### src/rtl/trap_pkg.sv
// rtl/trap_pkg.sv - shared state encoding, trap sources and mcause constants for trap_ctrl
package trap_pkg;

  typedef enum logic [2:0] {
    ST_IDLE    = 3'd0,
    ST_FLUSH   = 3'd1,
    ST_VECTOR  = 3'd2,
    ST_HANDLER = 3'd3,
    ST_RETURN  = 3'd4
  } trap_state_t;

  typedef enum logic [1:0] {
    SRC_NONE  = 2'd0,
    SRC_STACK = 2'd1,
    SRC_ECALL = 2'd2,
    SRC_UART  = 2'd3
  } trap_src_t;

  localparam logic [31:0] CAUSE_ECALL = 32'h0000_000B;
  localparam logic [31:0] CAUSE_STACK = 32'h0000_0018;
  localparam logic [31:0] CAUSE_UART  = 32'h8000_000B;

  // mcause value for a winning source; SRC_NONE maps to zero so an idle encoder drives a clean bus.
  function automatic logic [31:0] src_cause(input trap_src_t src);
    case (src)
      SRC_STACK: src_cause = CAUSE_STACK;
      SRC_ECALL: src_cause = CAUSE_ECALL;
      SRC_UART:  src_cause = CAUSE_UART;
      default:   src_cause = 32'h0;
    endcase
  endfunction

endpackage

### src/rtl/trap_prio.sv
// rtl/trap_prio.sv - fixed-priority trap source encoder (stack > ecall > uart)
module trap_prio
  import trap_pkg::*;
(
  input  logic        stk_req,
  input  logic        ecall_req,
  input  logic        irq_req,
  output logic        valid,
  output logic        stk_sel,
  output logic [31:0] cause
);

  trap_src_t src;

  // Pick the single highest-priority requester; lower requests are simply dropped this cycle.
  always_comb begin
    src = SRC_NONE;
    if (stk_req) begin
      src = SRC_STACK;
    end else if (ecall_req) begin
      src = SRC_ECALL;
    end else if (irq_req) begin
      src = SRC_UART;
    end
  end

  assign valid   = (src != SRC_NONE);
  assign stk_sel = (src == SRC_STACK);
  assign cause   = src_cause(src);

endmodule

### src/rtl/trap_ctrl.sv
// rtl/trap_ctrl.sv - trap sequencer: prioritise, flush, vector, handler and mret return
module trap_ctrl
  import trap_pkg::*;
#(
  parameter int unsigned MTVEC_ALIGN = 2
) (
  input  logic        clk,
  input  logic        Rst,
  input  logic        ecall,
  input  logic        uart_irq,
  input  logic        stack_mismatch,
  input  logic        mret,
  input  logic        mstatus_mie,
  input  logic        mie_meie,
  input  logic [31:0] pres_addr,
  input  logic [31:0] mtvec,
  input  logic [31:0] mepc,
  output logic        trigger_trap,
  output logic [31:0] trap_cause,
  output logic [31:0] trap_pc,
  output logic        flush,
  output logic        redirect,
  output logic [31:0] redirect_addr,
  output logic        trapping
);

  localparam logic [31:0] ALIGN_MASK = ~((32'd1 << MTVEC_ALIGN) - 32'd1);

  trap_state_t state;
  logic        stk_prev;
  logic        stk_pend;
  logic        stk_rise;
  logic        stk_req;
  logic        irq_ok;
  logic        prio_valid;
  logic        prio_stk;
  logic [31:0] prio_cause;
  logic        retrap;
  logic        stk_clear;

  // A same-cycle rising edge counts as pending so it competes with a simultaneous ecall.
  assign stk_rise  = stack_mismatch & ~stk_prev;
  assign stk_req   = stk_pend | stk_rise;
  assign irq_ok    = uart_irq & mstatus_mie & mie_meie;
  assign retrap    = (state == ST_HANDLER) && mret && stk_req;
  assign stk_clear = ((state == ST_IDLE) && prio_stk) || retrap;

  trap_prio u_prio (
    .stk_req   (stk_req),
    .ecall_req (ecall & ~trapping),
    .irq_req   (irq_ok),
    .valid     (prio_valid),
    .stk_sel   (prio_stk),
    .cause     (prio_cause)
  );

  // Sequencer with registered outputs: every output is computed for the state being entered.
  always_ff @(posedge clk) begin
    if (Rst) begin
      state         <= ST_IDLE;
      stk_prev      <= stack_mismatch;  // a mismatch rising under reset is absorbed, not pended
      stk_pend      <= 1'b0;
      trigger_trap  <= 1'b0;
      trap_cause    <= 32'h0;
      trap_pc       <= 32'h0;
      flush         <= 1'b0;
      redirect      <= 1'b0;
      redirect_addr <= 32'h0;
      trapping      <= 1'b0;
    end else begin
      stk_prev     <= stack_mismatch;
      stk_pend     <= stk_req & ~stk_clear;
      trigger_trap <= 1'b0;
      flush        <= 1'b0;
      redirect     <= 1'b0;
      case (state)
        ST_IDLE: begin
          if (prio_valid) begin
            state      <= ST_FLUSH;
            flush      <= 1'b1;
            trap_cause <= prio_cause;
            trap_pc    <= pres_addr;
          end
        end
        ST_FLUSH: begin
          state         <= ST_VECTOR;
          trigger_trap  <= 1'b1;
          redirect      <= 1'b1;
          redirect_addr <= mtvec & ALIGN_MASK;
        end
        ST_VECTOR: begin
          state    <= ST_HANDLER;
          trapping <= 1'b1;
        end
        ST_HANDLER: begin
          if (mret) begin
            flush <= 1'b1;
            if (stk_req) begin
              // Mismatch seen during the handler: chain straight into a fresh stack trap at mepc.
              state      <= ST_FLUSH;
              trap_cause <= CAUSE_STACK;
              trap_pc    <= mepc;
              trapping   <= 1'b0;
            end else begin
              state         <= ST_RETURN;
              redirect      <= 1'b1;
              redirect_addr <= mepc;
            end
          end
        end
        ST_RETURN: begin
          state    <= ST_IDLE;
          trapping <= 1'b0;
        end
        default: begin
          state    <= ST_IDLE;
          trapping <= 1'b0;
        end
      endcase
    end
  end

endmodule

### config.mk
export PLATFORM = sky130hd
export DESIGN_NAME = trap_ctrl
export DESIGN_NICKNAME = d
export VERILOG_FILES = /design/src/rtl/trap_pkg.sv /design/src/rtl/trap_prio.sv /design/src/rtl/trap_ctrl.sv
export SDC_FILE = /design/constraint.sdc
export NUM_CORES = 1
export LEC_CHECK = 0
export ABC_AREA = 1
export CAP_MARGIN = 5
export CORE_MARGIN = 10
export CORE_UTILIZATION = 30
export DETAILED_ROUTE_END_ITERATION = 10
export SYNTH_ARGS = -nofsm -noshare
export SYNTH_HDL_FRONTEND = slang
export SYNTH_SLANG_ARGS = --single-unit
### constraint.sdc
create_clock -name clk -period 4 [get_ports clk]
set_clock_uncertainty 0.15 [all_clocks]
set_input_delay 0.8 -clock clk [delete_from_list [all_inputs] [get_ports clk]]
set_output_delay 0.8 -clock clk [all_outputs]
set_load 0.03 [all_outputs]
==> flow_summary.toml <==
[global_routing]
grt_first_pass_wirelength_um = 23110
grt_start_max_net_pins = 63
grt.total_usage = 0.1621
grt_pass1_vias = 4129
grt_overflow_total = 0
antenna_found_initial = 0

[logic_synthesis]
synthCells = 619
ys_seq_elements = 77
yosys_warnings = 0
synth_area_mm2 = 0.003920
syn_avg_cell_area_um2 = 6.333
ys_seq_area_frac = 0.3932
ys_types = 20

[floorplanning]
core_area_mm2 = 0.01272
die_y_um = 134.3
ios = 204
dieArea_mm2 = 0.01804
initial_utilization = 0.3081
fp-row-count = 41
die_w_um = 134.3

[sta]
worst_pin_slew_ns = 0.5593
slew_viol_final = 0
tns_ns = 0
post-route-period-util = 0.6867
period_needed_ns = 2.747
finalSetupViolCount = 0
fmax_ghz = 0.3640
finalHoldViolations = 0
rsz0062_at_grt = "no"
max_slew_margin = 0.6271

[finish]
final_util = 0.4698
area_delta_synth_final_pct = 52.47
fill_cells = 1393
nets = 877
multi_input_area_mm2 = 0.001922
final_common_cell = "clkdlybuf4s50_1"
n_antenna_cell = 0
final_layout_size_suffix_gt1_frac = 0.04762
seq_area_mm2 = 0.001543
mostFrequentLayoutCells = "174 x clkdlybuf4s50_1, 157 x nand2_1, 134 x nor2_1"

[critical_path]
path_max_fanout = 27
crit_type = "in -> reg"
start_kind = "input port"
cp_top_family = "simple AND/OR/NAND/NOR gates"
crit_cells = 8
path_cells = "clkdlybuf4s50_1 > nand2_1 > nand2_1 > nand2_2 > nand2_4 > inv_2 > nor2_1 > nor2_1"
r2r_cells = 9
arrival_ns = 2.82
slowest_delay_ns = 0.47
cpMaxStageDelayCell = "clkdlybuf4s50_1"
cp-end-kind = "register"
crit_required_ns = 4.07
path_buf_inv = 2

[clocking]
cts-root-buf = "clkbuf_16"
htree_levels = 3
numCtsBuffers = 9
clock_latency_ns = 0.33
ctsHoldBuffers = 0
cts_tree = "done"
clockBufferDepth = 2
postCtsSetupRepairBufs = 0
clock-sinks = 77
post_cts_resized = 0
cts.clk_slew.worst_paths_ns = 0.06

[worst_hold_path]
hold_path_depth = 2
worstHoldPathType = "reg -> reg"

[run]
maxCapViolations = 0

[route]
via_count = 4207
drt-wirelength-per-cell_um = 16.28
postRouteAntennaNets = 0
wirelength_um = 15450
drt_first_pass_iters = 4
via_per_inst = 4.433
drc = 0
first_iter_violations = 266

[placement]
gp_congestion = 0.8223
hpwl_um = 11730
port_buffers = 174

[power]
power_density_mw_per_mm2 = 681.6
vdd_ir_drop_max_mv = 0.3053
leakage_nw = 2.640

[status]
status = "finished, final reports clean"
[worst reg2reg max path: stages (launching register included)]
cell and delay (ns):
dfxtp_1 0.38, nand2_2 0.09, nor2_4 0.10, nand2_2 0.09
inv_2 0.08, nand2_2 0.27, nand2_4 0.40, inv_2 0.25
nor2_1 0.18, nor2_1 0.05
[power breakdown]
part           switching [mW]  internal, mW
Sequential              0.128          1.02
Combinational            1.28         0.769
Clock                   0.317         0.559
Total                    1.72          2.35
[stage by stage]
stage	hold slack (ns)	std cells	setup slack (ns)	cell area, um2	power (mW)
finish	0.3167	949	1.253	5977	4.074
global route	0.3343	949	1.045	5977	4.334
CTS	0.3160	949	1.242	5977	4.119
detailed placement	0.2972	934	0.8869	5662	3.230
global placement	0.3028	934	0.9538	5662	3.202
floorplan	0.4169	645	2.082	4018	2.451
[state kept, by name, indices dropped and copies added (netlist names)]
register / flops
flush: 1
redirect: 1
trigger_trap: 1
trapping: 1
state: 3
stk_prev: 1
stk_pend: 1
trap_pc: 32
trap_cause: 4
redirect_addr: 32
[per-layer routing]
layer / global-route usage / routed length (um) / vias to the layer above
met2: 0.2699 / 7501 / 142
li1: - / - / 2169
met5: 0 / 0 / -
met3: 0.03622 / 1051 / 11
met4: 0.05139 / 195 / 0
met1: 0.2022 / 6700 / 1885
[kinds of logic (layout without fill, tap and decap cells)]
group	after synthesis	after routing	share of synthesized area
DFF	77	77	0.3932
other	1	27	0.0009566
buffers and inverters	112	244	0.1414
AOI/OAI and AO/OA	104	104	0.1369
and+or+nand+nor	325	325	0.3275
[cell usage after synthesis]
| master | instances | share of area |
|---|---|---|
| nand2_1 | 157 | 0.15 |
| nor2_1 | 134 | 0.13 |
| dfxtp_1 | 77 | 0.39 |
| o21ai_0 | 77 | 0.098 |
| inv_1 | 43 | 0.041 |
| buf_4 | 31 | 0.059 |
| nand3_1 | 25 | 0.032 |
| clkbuf_1 | 21 | 0.020 |
| o21ai_1 | 17 | 0.022 |
| buf_2 | 14 | 0.018 |
| a21oi_1 | 7 | 0.0089 |
| inv_2 | 3 | 0.0029 |
| nand2_2 | 3 | 0.0048 |
| nor2_2 | 3 | 0.0048 |
| a31oi_1 | 2 | 0.0032 |
| conb_1 | 1 | 0.00096 |
| nand2_4 | 1 | 0.0029 |
| nor2_4 | 1 | 0.0029 |
| nor4_1 | 1 | 0.0016 |
| o21bai_4 | 1 | 0.0048 |
[layout make-up]
cell class,count,area share
Sequential cell,77,0.2581
Multi-Input combinational cell,456,0.3215
Timing Repair Buffer,183,0.3027
Tap cell,172,0.03601
Inverter,46,0.02889
Clock inverter,4,0.01214
Clock buffer,11,0.04061
[worst paths after layout]
kind	to	startpoint	slack [ns]
max	trap_pc[8]	stack_mismatch	1.25
min	trap_cause[3]	trap_cause[3]	0.32
max reg2reg	trap_pc[8]	state[1]	1.86
min reg2reg	trap_cause[3]	trap_cause[3]	0.32
Note: power is estimated with default switching activity, not from simulation.
